File: src/rtl/sram_read_arbiter_pkg.sv
// Shared constants for the SRAM read arbiter and the datapath around the shared SRAM.
// Holds the arbiter state encoding and default bus widths.
package sram_read_arbiter_pkg;

    localparam int ARB_ADDR_W      = 12;
    localparam int ARB_DATA_W      = 16;
    localparam int ARB_MAX_BURST   = 16;

    localparam int SRAM_DEPTH      = 1 << ARB_ADDR_W;
    localparam int SRAM_RD_LATENCY = 1;

    typedef enum logic [1:0] {
        IDLE = 2'd0,
        OWN0 = 2'd1,
        OWN1 = 2'd2
    } arb_state_e;

    function automatic arb_state_e own_state(input logic who);
        return who ? OWN1 : OWN0;
    endfunction

endpackage

File: src/rtl/sram_read_arbiter_rr_pick2.sv
// Two-way round-robin pick: one-hot grant from two requests and a pointer; purely combinational.
// A lone request always wins; on a tie the pointer chooses.
module rr_pick2 (
    input  logic [1:0] req_i,
    input  logic       rr_ptr_i,
    output logic [1:0] gnt_o
);

    always_comb begin
        gnt_o = 2'b00;
        case (req_i)
            2'b01:   gnt_o = 2'b01;
            2'b10:   gnt_o = 2'b10;
            2'b11:   gnt_o = rr_ptr_i ? 2'b10 : 2'b01;
            default: gnt_o = 2'b00;
        endcase
    end

endmodule

File: src/rtl/sram_read_arbiter.sv
// Two-requester arbiter for one SRAM read port; grant is combinational, rvalid/rdata one cycle later.
// Requesters hold req/addr until gnt; locked bursts are capped at MAX_BURST when the other side waits.
module sram_read_arbiter
    import sram_read_arbiter_pkg::*;
#(
    parameter int ADDR_W    = ARB_ADDR_W,
    parameter int DATA_W    = ARB_DATA_W,
    parameter int MAX_BURST = ARB_MAX_BURST
) (
    input  logic              clk,
    input  logic              reset_b,
    input  logic              rq0_req,
    input  logic              rq1_req,
    input  logic [ADDR_W-1:0] rq0_addr,
    input  logic [ADDR_W-1:0] rq1_addr,
    input  logic              rq0_lock,
    input  logic              rq1_lock,
    output logic              rq0_gnt,
    output logic              rq1_gnt,
    output logic              rq0_rvalid,
    output logic              rq1_rvalid,
    output logic [DATA_W-1:0] rq0_rdata,
    output logic [DATA_W-1:0] rq1_rdata,
    output logic [ADDR_W-1:0] sram_read_address,
    input  logic [DATA_W-1:0] sram_read_data
);

    localparam int CNT_W = $clog2(MAX_BURST + 1);
    localparam logic [CNT_W-1:0] CNT_MAX = CNT_W'(MAX_BURST);

    arb_state_e        state_q, state_d;
    logic              rr_ptr_q, rr_ptr_d;
    logic [CNT_W-1:0]  burst_cnt_q, burst_cnt_d;
    logic [ADDR_W-1:0] addr_q, addr_d;
    logic [1:0]        rvalid_q, rvalid_d;

    logic [1:0] req_vec;
    logic [1:0] lock_vec;
    logic [1:0] pick_gnt;
    logic [1:0] gnt;
    logic       who;

    assign req_vec  = {rq1_req, rq0_req};
    assign lock_vec = {rq1_lock, rq0_lock};

    rr_pick2 u_pick (
        .req_i    (req_vec),
        .rr_ptr_i (rr_ptr_q),
        .gnt_o    (pick_gnt)
    );

    always_comb begin
        state_d     = state_q;
        rr_ptr_d    = rr_ptr_q;
        burst_cnt_d = burst_cnt_q;
        gnt         = 2'b00;
        who         = 1'b0;
        case (state_q)
            IDLE: begin
                gnt = pick_gnt;
                who = pick_gnt[1];
                if (pick_gnt != 2'b00) begin
                    rr_ptr_d = ~who;
                    if (lock_vec[who]) begin
                        state_d     = own_state(who);
                        burst_cnt_d = CNT_W'(1);
                    end
                end
            end
            OWN0, OWN1: begin
                who = (state_q == OWN1);
                if (req_vec[who]) begin
                    gnt[who]    = 1'b1;
                    burst_cnt_d = (burst_cnt_q == CNT_MAX) ? burst_cnt_q
                                                           : burst_cnt_q + CNT_W'(1);
                    // Starvation bound: a waiting peer forces release once the cap is hit.
                    if (!lock_vec[who] || (burst_cnt_d == CNT_MAX && req_vec[~who])) begin
                        state_d     = IDLE;
                        rr_ptr_d    = ~who;
                        burst_cnt_d = '0;
                    end
                end else begin
                    state_d     = IDLE;
                    rr_ptr_d    = ~who;
                    burst_cnt_d = '0;
                end
            end
            default: begin
                state_d     = IDLE;
                burst_cnt_d = '0;
            end
        endcase

        // Reset must clear the grant at once, not just at the next edge.
        gnt = gnt & {2{reset_b}};

        if (gnt[1])      sram_read_address = rq1_addr;
        else if (gnt[0]) sram_read_address = rq0_addr;
        else             sram_read_address = addr_q;

        addr_d   = sram_read_address;
        rvalid_d = gnt;
    end

    always_ff @(posedge clk or negedge reset_b) begin
        if (!reset_b) begin
            state_q     <= IDLE;
            rr_ptr_q    <= 1'b0;
            burst_cnt_q <= '0;
            addr_q      <= '0;
            rvalid_q    <= 2'b00;
        end else begin
            state_q     <= state_d;
            rr_ptr_q    <= rr_ptr_d;
            burst_cnt_q <= burst_cnt_d;
            addr_q      <= addr_d;
            rvalid_q    <= rvalid_d;
        end
    end

    assign rq0_gnt    = gnt[0];
    assign rq1_gnt    = gnt[1];
    assign rq0_rvalid = rvalid_q[0];
    assign rq1_rvalid = rvalid_q[1];
    assign rq0_rdata  = rvalid_q[0] ? sram_read_data : '0;
    assign rq1_rdata  = rvalid_q[1] ? sram_read_data : '0;

endmodule

File: config.mk
export PLATFORM = sky130hd
export DESIGN_NAME = sram_read_arbiter
export DESIGN_NICKNAME = d
export VERILOG_FILES = /design/src/rtl/sram_read_arbiter_pkg.sv /design/src/rtl/sram_read_arbiter_rr_pick2.sv /design/src/rtl/sram_read_arbiter.sv
export SDC_FILE = /design/constraint.sdc
export NUM_CORES = 1
export LEC_CHECK = 0
export BUFFER_PORTS_ARGS = -buffer_cell sky130_fd_sc_hd__buf_2
export CELL_PAD_IN_SITES_DETAIL_PLACEMENT = 1
export CELL_PAD_IN_SITES_GLOBAL_PLACEMENT = 1
export CORE_ASPECT_RATIO = 1.5
export CORE_MARGIN = 4
export CORE_UTILIZATION = 25
export CTS_CLUSTER_DIAMETER = 120
export DETAILED_ROUTE_END_ITERATION = 10
export PLACE_DENSITY = 0.71
export SLEW_MARGIN = 30
export SYNTH_ARGS = -nofsm -noshare
export SYNTH_HDL_FRONTEND = slang
export SYNTH_SLANG_ARGS = --single-unit
File: constraint.sdc
create_clock -name clk -period 2.1 [get_ports clk]
set_input_delay 0.105 -clock clk [delete_from_list [all_inputs] [get_ports clk]]
set_output_delay 0.105 -clock clk [all_outputs]
set_load 0.02 [all_outputs]
==> results.sh <==
export IMPL_die_y_um=104
export IMPL_worst_pin_slew_ps=371
export IMPL_synth_top_area_share_pct=36.1
export IMPL_nets=325
export IMPL_synth_seq_cells=22
export IMPL_dp_cells=335
export IMPL_cts_buffer_depth=2
export IMPL_drtAntennaViolNets=0
export IMPL_drtIter0Drc=37
export IMPL_antenna_found_initial=0
export IMPL_htree_num_levels=1
export IMPL_reg2reg_setup_slack_ps=120
export IMPL_rows=34
export IMPL_yosys_top_cells_area="dfrtp_1, and2_1, mux2i_1"
export IMPL_die_w_um=71.8
export IMPL_portBuffers=93
export IMPL_finalWeightedCongestion=0.811
export IMPL_cap_violations=0
export IMPL_drive_gt1_share_pct=46.9
export IMPL_wl_per_cell_um=14.3
export IMPL_viasPerCell=4.70
export IMPL_slew_viol_final=0
export IMPL_num_vias=1621
export IMPL_startpoint_type="flop"
export IMPL_clk_pin_slew_worst_paths_ps=90
export IMPL_final_cell_count_no_fill=345
export IMPL_placed_area_um2=2150
export IMPL_cp_arrival_ps=2080
export IMPL_violations="setup timing"
export IMPL_grt_ovfl_total=0
export IMPL_clock_skew_ps=4.68
export IMPL_design_area_um2=2360
export IMPL_r2r_end="rr_ptr_q"
export IMPL_status="finished, violations left"
export IMPL_finalCriticalPeriod_ps=2190
export IMPL_whs_path_depth=3
export IMPL_route_detailed_drc=0
export IMPL_drt_pass1_iterations=4
export IMPL_critical_path_max_fanout=6
export IMPL_slew_headroom_pct=75.3
export IMPL_root_buffer="clkbuf_8"
export IMPL_fin_total_pwr_mw=2.87
export IMPL_synth_cells=167
export IMPL_hpwl_um=3980
export IMPL_first_global_vias=1716
export IMPL_core_area_um2=5870
export IMPL_grt_max_degree=24
export IMPL_diodes=0
export IMPL_clk_latency_ps=270
export IMPL_ys_flop_type="dfrtp_1"
export IMPL_yosysSeqAreaShare_pct=36.1
export IMPL_syn_nets=218
export IMPL_vdd_drop_max_mv=0.650
export IMPL_min_to="addr_q[9]"
export IMPL_die_area_um2=7450
export IMPL_track_usage_pct=13.4
export IMPL_rsz0062_at_grt="yes"
export IMPL_grt_pass1_wl_um=8140
export IMPL_n_fill_cell=728
export IMPL_hold_viol_final=0
export IMPL_synth_top_cell_by_area="dfrtp_1"
export IMPL_drt_total_wl_um=4930
export IMPL_worstPathRequired_ps=2000
export IMPL_synthDistinctLibCells=41
export IMPL_final_setup_tns_ps=-555
export IMPL_syn_to_final_growth_pct=54.4
export IMPL_cts_made_buffers=3
export IMPL_r2r_start="state_q[0]"
export IMPL_fin_crit_sh_pct=104
export IMPL_fmax_mhz=457
export IMPL_setup_viol=12
export IMPL_leakagePower_nw=1.30
export IMPL_io_pins=94
export IMPL_cts_tree="yes"
export IMPL_avgSynthCellArea_um2=9.14
export IMPL_hp_class="in -> reg"
export IMPL_synthesis_area_um2=1530
export IMPL_cp_end_kind="output pin"
export IMPL_async_flop_share_pct=100
export IMPL_hold_start="rq1_addr[9]"
export IMPL_synth_edf_count=0
export IMPL_clkSinkCount=22
export IMPL_p_per_area_nw_per_um2=1220
export IMPL_ys_warn_count=0
export IMPL_start_util_pct=26.0
export IMPL_path_class="reg -> out"
export IMPL_worst_r2r_cell_count=8
export IMPL_timing_final_ws_setup_ps=-86.5
power by group:
| part | total [mW] | switching, mW | internal, mW | leakage [nW] |
|---|---|---|---|---|
| clock | 0.404 | 0.149 | 0.255 | 0.0357 |
| combinational | 1.78 | 0.946 | 0.834 | 0.989 |
| sequential | 0.686 | 0.0967 | 0.589 | 0.278 |
metal layers:
metal,global-route usage [%],wire [um],vias to the layer above
met5,0,0,-
met4,5.11,87,0
met3,2.03,346,8
met2,26.6,2770,63
met1,13.3,1730,754
li1,-,-,796
synthesized netlist by cell type, types with 2 or more instances:
library cell,count
and2_1,33
dfrtp_1,22
nand2_1,17
o21ai_0,16
mux2i_1,15
inv_1,7
nor2_1,6
a21oi_1,5
clkbuf_1,5
ha_1,5
nand2b_1,3
nand3_1,3
nand4b_1,2
how the worst max path moves through the flow:
| stage | startpoint | end |
|---|---|---|
| finish | state_q[1] | sram_read_address[4] |
| global route | state_q[1] | sram_read_address[4] |
| CTS | state_q[1] | sram_read_address[6] |
| detailed placement | state_q[1] | sram_read_address[6] |
| global placement | state_q[1] | sram_read_address[6] |
| floorplan | state_q[1] | addr_q[10] |
state kept, by name (all words and copies together), names as in the netlist:
signal,cells
burst_cnt_q,5
rvalid_q,2
addr_q,12
rr_ptr_q,1
state_q,2
stage by stage:
| stage | hold WS (ps) | utilization (%) | worst slack [ps] |
|---|---|---|---|
| after CTS | 74.1 | 39.9 | -124 |
| after floorplan | -191 | - | -131 |
| after detailed placement | -23.5 | 36.6 | 53.6 |
| after global routing | 78.8 | 40.2 | -201 |
| final | 62.5 | 40.2 | -86.5 |
| after global placement | -26.7 | 36.6 | 86.6 |
cells in the final DEF, fill, tap and decap left out, drive strengths merged, types with 2 or more instances in the layout:
| cell type | Yosys | layout |
|---|---|---|
| nand3b | 2 | 2 |
| and2 | 33 | 33 |
| clkbuf | 5 | 4 |
| dlygate4sd3 | 0 | 2 |
| buf | 3 | 107 |
| ha | 5 | 5 |
| inv | 7 | 7 |
| nor2 | 6 | 6 |
| dfrtp | 22 | 22 |
| nand2 | 17 | 17 |
| nand2b | 3 | 3 |
| nand3 | 4 | 4 |
| a21oi | 5 | 5 |
| o21ai | 16 | 16 |
| mux2i | 15 | 15 |
| nand4b | 2 | 2 |
cell type report:
| cell class | instances | area, um^2 | area share (%) |
|---|---|---|---|
| inverters | 7 | 26.3 | 1.11 |
| repair buffers | 110 | 671 | 28.5 |
| clock buffers | 3 | 41.3 | 1.75 |
| well taps | 72 | 90.1 | 3.82 |
| clock inverters | 1 | 30.0 | 1.27 |
| flip-flops and latches | 22 | 551 | 23.4 |
| multi-input cells | 130 | 948 | 40.2 |
worst max-delay path: stages, from the launching register on:
cell	delay [ps]
dfrtp_1	400
inv_2	70
ha_4	260
nand2b_1	60
a21boi_1	130
nand4bb_4	230
clkbuf_16	200
mux2i_1	120
o21ai_1	180
buf_4	170
cells by family (layout without fill, tap and decap cells):
family	after synthesis	in the layout	synth area share, %
buffers and inverters	15	121	4.51
multiplexers	16	16	10.8
flip-flops	22	22	36.1
AO/OA/AOI/OAI	34	34	15.2
AND/OR/NAND/NOR	75	75	29.3
adder cells (fa/ha/maj)	5	5	4.10
repair_timing:
item,CTS,global route
endpoints found under the hold margin,6,0
gates resized for setup,29,4
gates cloned,1,0
hold buffers,2,0
setup buffers,2,1
pin swaps,3,4
setup endpoints to repair,12,15
No activity file was read; power rests on OpenSTA's default activity.
